`src/rtl/sgd_x_rd.sv`:
```
// sgd_x_rd: credit-gated model reader. Reads every x chunk of a sample
// group once the writer has published a credit for that group, and streams
// the chunks through an 8-entry skid FIFO to the dot-product pipeline.

`ifndef MAX_BIT_WIDTH_OF_X
`define MAX_BIT_WIDTH_OF_X 16
`endif
`ifndef DIS_X_BIT_DEPTH
`define DIS_X_BIT_DEPTH 10
`endif
`ifndef NUM_BITS_PER_BANK
`define NUM_BITS_PER_BANK 4
`endif

module sgd_x_rd #(
  parameter int DATA_WIDTH_IN      = 4,
  parameter int MAX_DIMENSION_BITS = `MAX_BIT_WIDTH_OF_X,
  parameter int RD_LATENCY         = 2,
  parameter int FIFO_DEPTH_BITS    = 3
) (
  input  logic                                clk,
  input  logic                                rst_n,
  input  logic                                started,
  input  logic [31:0]                         mini_batch_size,
  input  logic [31:0]                         dimension,
  input  logic [31:0]                         number_of_epochs,
  input  logic [31:0]                         number_of_samples,
  input  logic [7:0]                          x_wr_credit_counter,
  output logic                                x_rd_en,
  output logic [`DIS_X_BIT_DEPTH-1:0]         x_rd_addr,
  input  logic [`NUM_BITS_PER_BANK*32-1:0]    x_rd_data,
  output logic                                x_out_valid,
  output logic [`NUM_BITS_PER_BANK*32-1:0]    x_out_data,
  output logic                                x_out_last,
  input  logic                                x_out_ready,
  output logic                                x_rd_done,
  output logic                                x_rd_error,
  output logic [31:0]                         state_counters_x_rd
);

  localparam int BIT_WIDTH_OF_BANK  = 3;
  localparam int ENGINE_NUM_WIDTH   = 2;
  localparam int NUM_OF_BANKS_WIDTH = 3;
  localparam int CHUNK_SHIFT        = BIT_WIDTH_OF_BANK + ENGINE_NUM_WIDTH;
  localparam int XW                 = `NUM_BITS_PER_BANK * 32;
  localparam int AW                 = `DIS_X_BIT_DEPTH;
  localparam int MC_W               = MAX_DIMENSION_BITS;
  localparam int FD                 = 1 << FIFO_DEPTH_BITS;
  localparam logic [MC_W-1:0] MC_ONE = {{(MC_W-1){1'b0}}, 1'b1};

  typedef enum logic [2:0] {
    S_IDLE  = 3'd0,
    S_START = 3'd1,
    S_EPOCH = 3'd2,
    S_WAIT  = 3'd3,
    S_READ  = 3'd4,
    S_DONE  = 3'd5
  } state_t;

  state_t state_r, state_nxt_s;

  logic [31:0]          dim_r, samples_r, epochs_r, epochs_r2, num_groups_r;
  logic [31:0]          dim_chunks_s;
  logic [MC_W-1:0]      main_counter_r, main_index_r, mc_last_s;
  logic                 started_r1, started_r2;
  logic [7:0]           credit_r, credit_used_r, avail_s;
  logic [31:0]          epoch_index_r, group_index_r;
  logic                 issue_s, grp_done_s, err_set_s, is_last_s;
  logic                 x_rd_en_r, rd_last_r, done_r, error_r;
  logic [AW-1:0]        x_rd_addr_r;
  logic [RD_LATENCY-1:0] en_pipe_r, last_pipe_r;
  logic [FIFO_DEPTH_BITS:0] occ_r, cnt_r, cnt_nxt_s;
  logic [FIFO_DEPTH_BITS-1:0] wr_ptr_r, rd_ptr_r;
  logic [XW:0]          mem_r [FD];
  logic                 valid_r, wr_s, pop_s;
  logic                 unused_s;

  assign dim_chunks_s = (dim_r >> CHUNK_SHIFT) + {31'd0, (|dim_r[CHUNK_SHIFT-1:0])};
  assign mc_last_s    = main_counter_r - MC_ONE;
  assign avail_s      = credit_r - credit_used_r;
  assign is_last_s    = (main_index_r == mc_last_s);
  assign wr_s         = en_pipe_r[RD_LATENCY-1];
  assign pop_s        = valid_r & x_out_ready;

  // Two-stage job parameter registration, start synchroniser and credit capture.
  always_ff @(posedge clk or negedge rst_n) begin
    if (!rst_n) begin
      dim_r          <= 32'd0;
      samples_r      <= 32'd0;
      epochs_r       <= 32'd0;
      epochs_r2      <= 32'd0;
      num_groups_r   <= 32'd0;
      main_counter_r <= '0;
      started_r1     <= 1'b0;
      started_r2     <= 1'b0;
      credit_r       <= 8'd0;
    end else begin
      dim_r          <= dimension;
      samples_r      <= number_of_samples;
      epochs_r       <= number_of_epochs;
      epochs_r2      <= epochs_r;
      num_groups_r   <= samples_r >> NUM_OF_BANKS_WIDTH;
      main_counter_r <= dim_chunks_s[MC_W-1:0];
      started_r1     <= started;
      started_r2     <= started_r1;
      credit_r       <= x_wr_credit_counter;
    end
  end

  // State register.
  always_ff @(posedge clk or negedge rst_n) begin
    if (!rst_n) state_r <= S_IDLE;
    else        state_r <= state_nxt_s;
  end

  // Next-state logic plus read issue / group completion / overrun decisions.
  always_comb begin
    state_nxt_s = state_r;
    issue_s     = 1'b0;
    grp_done_s  = 1'b0;
    err_set_s   = 1'b0;
    case (state_r)
      S_IDLE: begin
        if (started_r2) state_nxt_s = S_START;
        else            state_nxt_s = S_IDLE;
      end
      S_START: state_nxt_s = S_EPOCH;
      S_EPOCH: begin
        if (epoch_index_r == epochs_r2) state_nxt_s = S_DONE;
        else                            state_nxt_s = S_WAIT;
      end
      S_WAIT: begin
        // More than half the credit space ahead means the writer was overrun.
        if (avail_s > 8'd128) begin
          err_set_s   = 1'b1;
          state_nxt_s = S_DONE;
        end else if (group_index_r == num_groups_r) begin
          state_nxt_s = S_EPOCH;
        end else if (avail_s != 8'd0) begin
          state_nxt_s = S_READ;
        end else begin
          state_nxt_s = S_WAIT;
        end
      end
      S_READ: begin
        if (main_counter_r == '0) begin
          grp_done_s  = 1'b1;
          state_nxt_s = S_WAIT;
        end else if (!occ_r[FIFO_DEPTH_BITS]) begin
          // occ below FD: MSB clear since occ never exceeds FD.
          issue_s = 1'b1;
          if (is_last_s) begin
            grp_done_s  = 1'b1;
            state_nxt_s = S_WAIT;
          end else begin
            state_nxt_s = S_READ;
          end
        end else begin
          state_nxt_s = S_READ;
        end
      end
      S_DONE:  state_nxt_s = S_DONE;
      default: state_nxt_s = S_IDLE;
    endcase
  end

  // Epoch/group/chunk indices, consumed credits and sticky status flags.
  always_ff @(posedge clk or negedge rst_n) begin
    if (!rst_n) begin
      credit_used_r <= 8'd0;
      epoch_index_r <= 32'd0;
      group_index_r <= 32'd0;
      main_index_r  <= '0;
      done_r        <= 1'b0;
      error_r       <= 1'b0;
    end else begin
      case (state_r)
        S_START: begin
          credit_used_r <= 8'd0;
          epoch_index_r <= 32'd0;
          done_r        <= 1'b0;
          error_r       <= 1'b0;
        end
        S_EPOCH: begin
          if (epoch_index_r != epochs_r2) begin
            group_index_r <= 32'd0;
            epoch_index_r <= epoch_index_r + 32'd1;
          end
        end
        S_WAIT: begin
          if (state_nxt_s == S_READ) main_index_r <= '0;
        end
        S_READ: begin
          if (issue_s)    main_index_r <= main_index_r + MC_ONE;
          if (grp_done_s) begin
            credit_used_r <= credit_used_r + 8'd1;
            group_index_r <= group_index_r + 32'd1;
          end
        end
        default: ;
      endcase
      if (state_nxt_s == S_DONE) done_r  <= 1'b1;
      if (err_set_s)             error_r <= 1'b1;
    end
  end

  // Registered BRAM read strobe/address and the last-flag delay line.
  always_ff @(posedge clk or negedge rst_n) begin
    if (!rst_n) begin
      x_rd_en_r   <= 1'b0;
      x_rd_addr_r <= '0;
      rd_last_r   <= 1'b0;
      en_pipe_r   <= '0;
      last_pipe_r <= '0;
    end else begin
      x_rd_en_r   <= issue_s;
      rd_last_r   <= issue_s & is_last_s;
      if (issue_s) x_rd_addr_r <= main_index_r[AW-1:0];
      en_pipe_r   <= {en_pipe_r[RD_LATENCY-2:0], x_rd_en_r};
      last_pipe_r <= {last_pipe_r[RD_LATENCY-2:0], rd_last_r};
    end
  end

  // Occupancy = FIFO entries plus reads still in flight, so issue never overflows.
  always_ff @(posedge clk or negedge rst_n) begin
    if (!rst_n) begin
      occ_r <= '0;
    end else begin
      case ({issue_s, pop_s})
        2'b10:   occ_r <= occ_r + {{FIFO_DEPTH_BITS{1'b0}}, 1'b1};
        2'b01:   occ_r <= occ_r - {{FIFO_DEPTH_BITS{1'b0}}, 1'b1};
        default: occ_r <= occ_r;
      endcase
    end
  end

  // Next FIFO entry count.
  always_comb begin
    cnt_nxt_s = cnt_r;
    case ({wr_s, pop_s})
      2'b10:   cnt_nxt_s = cnt_r + {{FIFO_DEPTH_BITS{1'b0}}, 1'b1};
      2'b01:   cnt_nxt_s = cnt_r - {{FIFO_DEPTH_BITS{1'b0}}, 1'b1};
      default: cnt_nxt_s = cnt_r;
    endcase
  end

  // Skid FIFO storage, pointers and registered valid.
  always_ff @(posedge clk or negedge rst_n) begin
    if (!rst_n) begin
      for (int i = 0; i < FD; i++) mem_r[i] <= '0;
      wr_ptr_r <= '0;
      rd_ptr_r <= '0;
      cnt_r    <= '0;
      valid_r  <= 1'b0;
    end else begin
      if (wr_s) begin
        mem_r[wr_ptr_r] <= {last_pipe_r[RD_LATENCY-1], x_rd_data};
        wr_ptr_r        <= wr_ptr_r + {{(FIFO_DEPTH_BITS-1){1'b0}}, 1'b1};
      end
      if (pop_s) rd_ptr_r <= rd_ptr_r + {{(FIFO_DEPTH_BITS-1){1'b0}}, 1'b1};
      cnt_r   <= cnt_nxt_s;
      valid_r <= (cnt_nxt_s != '0);
    end
  end

  assign x_rd_en             = x_rd_en_r;
  assign x_rd_addr           = x_rd_addr_r;
  assign x_out_valid         = valid_r;
  assign x_out_data          = mem_r[rd_ptr_r][XW-1:0];
  assign x_out_last          = mem_r[rd_ptr_r][XW];
  assign x_rd_done           = done_r;
  assign x_rd_error          = error_r;
  assign state_counters_x_rd = {x_rd_en_r, state_r, group_index_r[19:0], epoch_index_r[7:0]};

  assign unused_s = ^{mini_batch_size, dim_chunks_s[31:MC_W], group_index_r[31:20],
                      epoch_index_r[31:8], (DATA_WIDTH_IN != 0)};

endmodule

```
`config.mk`:
```
export PLATFORM = sky130hd
export DESIGN_NAME = sgd_x_rd
export DESIGN_NICKNAME = d
export VERILOG_FILES = /design/src/rtl/sgd_x_rd.sv
export SDC_FILE = /design/constraint.sdc
export NUM_CORES = 2
export LEC_CHECK = 0
export CAP_MARGIN = 40
export CORE_MARGIN = 10
export CORE_UTILIZATION = 45
export CTS_BUF_LIST = sky130_fd_sc_hd__clkbuf_8
export DETAILED_ROUTE_END_ITERATION = 6
export REMOVE_ABC_BUFFERS = 1
export SLEW_MARGIN = 20
export SYNTH_ARGS = -nofsm -noshare
export SYNTH_HDL_FRONTEND = slang
export SYNTH_SLANG_ARGS = --single-unit
```
`constraint.sdc`:
```
create_clock -name clk -period 5.4 [get_ports clk]
set_clock_uncertainty 0.1 [all_clocks]
set_input_delay 1.62 -clock clk [delete_from_list [all_inputs] [get_ports clk]]
set_output_delay 1.62 -clock clk [all_outputs]
set_load 0.02 [all_outputs]
```
==> results.toml <==
[setup_path]
path_max_fanout = 18
cp_num_buf_inv = 2
critPathArrivalTime_ns = 3.35
cp-end-kind = "output pin"
path_class = "reg -> out"
worstPathRequired_ns = 3.68
cp_slowest_cell = "dfrtp_4"
slowest_delay_ns = 0.73
critPathTopFamily = "buffers and inverters"
startpoint_type = "flop"
crit_chain = "buf_4 -> mux4_2 -> mux2_2 -> clkdlybuf4s50_1"

[flow_run]
max_cap_violations = 0

[finish]
final_common_cell = "dfrtp_1"
syn_to_final_growth_pct = 18.2
instances_no_fill = 6058
drive_above_1_share_pct = 41.6
fin_nets = 4516
final_cell_mix = "dfrtp_1, mux2_2, clkdlybuf4s50_1, clkbuf_8, mux4_2"
design_area_um2 = 68600

[yosys]
synth_edf_count = 0
synth_fa_ha_area_share_pct = 0.578
synth_cell_types = 67
synth-main-ff-cell = "dfrtp_1"
muxShareOfSynthArea_pct = 33.0
synth_compound_area_share_pct = 1.44
synth-simple-area-share_pct = 3.55
synthCells = 3764
synth_xor_area_share_pct = 2.25
syn_area_um2 = 58100
ys_seq_area_share_pct = 57.1
syn_avg_cell_area_um2 = 15.4
synthArstFlopShare_pct = 100
synth_top_family_by_area = "multiplexers"
yosysWarnings = 0
ys_ff_latch = 1325

[global_route]
antenna_found_initial = 22
grt_overflow = 0
grt_usage_pct = 19.7
grt_max_degree = 130
grt_pass1_wl_mm = 219
first_global_vias = 35900

[floorplanning]
core_area_um2 = 128000
dieArea_um2 = 144000
fp.dieW_um = 379
die_h_um = 379
io_pins = 443
initial_core_util_pct = 45.4
rows = 131

[placed_design]
place_ws_ns = 0.811
postPlaceCellArea_um2 = 64200
gp_congestion = 0.781
dp.cells = 5659
numPortBuffers = 396
dp_hpwl_mm = 83.0

[sta]
fmax_mhz = 197
post-route-period-util_pct = 93.9
slew_headroom_pct = 42.4
fin_hold_ws_ns = 0.223
maxSlewViolCount = 0
fin_ws_ns = 0.331
setup_viol = 0
hold_violations = 0
setup_tns_ns = 0
rsz0062_at_grt = "no"
worstMarginPinSlew_ns = 0.858
fin_crit_ns = 5.07

[cts]
clk_latency_ns = 0.92
holdBufCountCts = 0
path_clk_slew_ns = 0.06
cts_buffer_depth = 3
root_buffer = "clkbuf_8"
htree_levels = 4
cts.sinks = 1325
tritoncts = "done"
cts_buffers = 218

[detailed_routing]
ant_nets = 0
routed.top_layer = "met5"
first_iter_violations = 1633
wl_mm = 141
avgRoutedWirePerCell_um = 23.2
met2WireLength_mm = 67.4
via_per_inst = 5.49
dr.pass1.iters = 5
wl_met1_mm = 61.8
wl_met3_mm = 7.76
drc = 0
num_vias = 33300

[power_and_ir_drop]
power_density_nw_per_um2 = 549
p_leak_uw = 0.0301
vdd_drop_max_v = 0.000518

[worst_hold_path]
min_path_type = "reg -> reg"

[status]
status = "complete, no violations"
## sequential cells by signal (all words and copies together) (netlist names), 16 cells and up
signal	flops
dim_r	21
epoch_index_r	32
epochs_r	32
epochs_r2	32
group_index_r	32
main_counter_r	16
main_index_r	16
mem_r	1032
num_groups_r	29
samples_r	29
## stage by stage
step           total power [uW]  util, %
2_1_floorplan             24200        -
3_3_place_gp              29100     50.2
3_5_place_dp              29400     50.2
4_1_cts                   38400     53.7
5_1_grt                   39900     53.7
6_report                  37700     53.7
## worst reg2reg max path, stage by stage (launching register included)
cell	delay [ns]
dfrtp_1	0.42
inv_1	0.08
ha_1	0.26
or4b_1	0.61
or3_1	0.47
nand2_1	0.11
inv_1	0.09
nand2_1	0.07
buf_4	0.23
inv_1	0.30
and4_1	0.37
nand3_1	0.24
nor2_1	0.10
xnor2_1	0.16
nor2_1	0.05
## layout make-up
| class | count | area (um2) |
|---|---|---|
| diodes | 7 | 17.5 |
| well taps | 1662 | 2080 |
| repair buffers | 483 | 5160 |
| inverters | 40 | 150 |
| clock inverters | 113 | 571 |
| clock buffers | 273 | 3760 |
| fillers | 10600 | 59200 |
| multi-input cells | 2155 | 23700 |
| flip-flops and latches | 1325 | 33200 |
## cell families (layout without fill, tap and decap cells)
logic type / Yosys count / count (layout)
compound gates: 121 / 121
xor+xnor: 149 / 149
fa+ha+maj: 25 / 25
buf+inv: 284 / 909
flops: 1325 / 1325
mux: 1446 / 1446
other cells: 0 / 7
simple gates: 414 / 414
## per-layer routing
metal	global-route usage, %	up-vias
li1	-	14800
met1	25.9	17600
met2	31.9	613
met3	5.17	265
met4	6.15	30
met5	0	-
## final timing paths
path / slack [ns] / from / cells past startpoint / end
setup / recovery: 0.33 / rd_ptr_r[1] / 4 / x_out_data[15]
hold / removal: 0.22 / rd_last_r / 0 / last_pipe_r[0]
min in group asynchronous: 0.60 / rst_n / 1 / samples_r[16]
hold reg to reg: 0.22 / rd_last_r / 0 / last_pipe_r[0]
max in group asynchronous: 3.19 / rst_n / 2 / mem_r[87]
setup reg to reg: 1.58 / main_counter_r[0] / 14 / main_index_r[13]
## cell usage after synthesis (3+ instances only)
library cell / count / area [um2]
a21oi_1: 21 / 105
nand2b_1: 14 / 87.6
o211ai_1: 11 / 82.6
and3_1: 32 / 200
a211oi_1: 8 / 60.1
o21ai_0: 27 / 135
buf_6: 3 / 33.8
a41o_1: 9 / 90.1
dfrtp_1: 1325 / 33200
xor2_1: 66 / 578
inv_1: 40 / 150
nor4_1: 18 / 113
mux2_1: 5 / 56.3
mux4_2: 258 / 5810
nand2_1: 112 / 420
and2_1: 6 / 37.5
buf_4: 29 / 218
a31oi_1: 11 / 68.8
clkbuf_1: 171 / 642
buf_1: 38 / 143
nor3b_1: 7 / 52.6
fa_1: 3 / 60.1
and4_1: 5 / 43.8
ha_1: 22 / 275
nor2_1: 94 / 353
xnor2_1: 83 / 727
nand4_1: 29 / 181
or3_1: 11 / 68.8
or4_1: 4 / 30.0
mux2i_1: 20 / 200
nor2b_1: 6 / 37.5
buf_2: 3 / 15.0
mux2_2: 1163 / 13100
nand3_1: 35 / 175
o2111ai_1: 3 / 26.3
nor3_1: 26 / 130
nand4b_1: 5 / 43.8
a21o_1: 6 / 45.0
## where the power goes
part           switching (uW)  total (uW)  internal (uW)  leakage [uW]
Combinational            6260       14500           8250        0.0111
Sequential               1590       14600          13000        0.0164
Clock                    4030        8610           4580       0.00254
## repair_timing
action                                  CTS  global route
setup buffers                             6             0
endpoints found under the setup margin  121             0
gates resized for setup                   0             0
No activity file was read; power rests on OpenSTA's default activity.
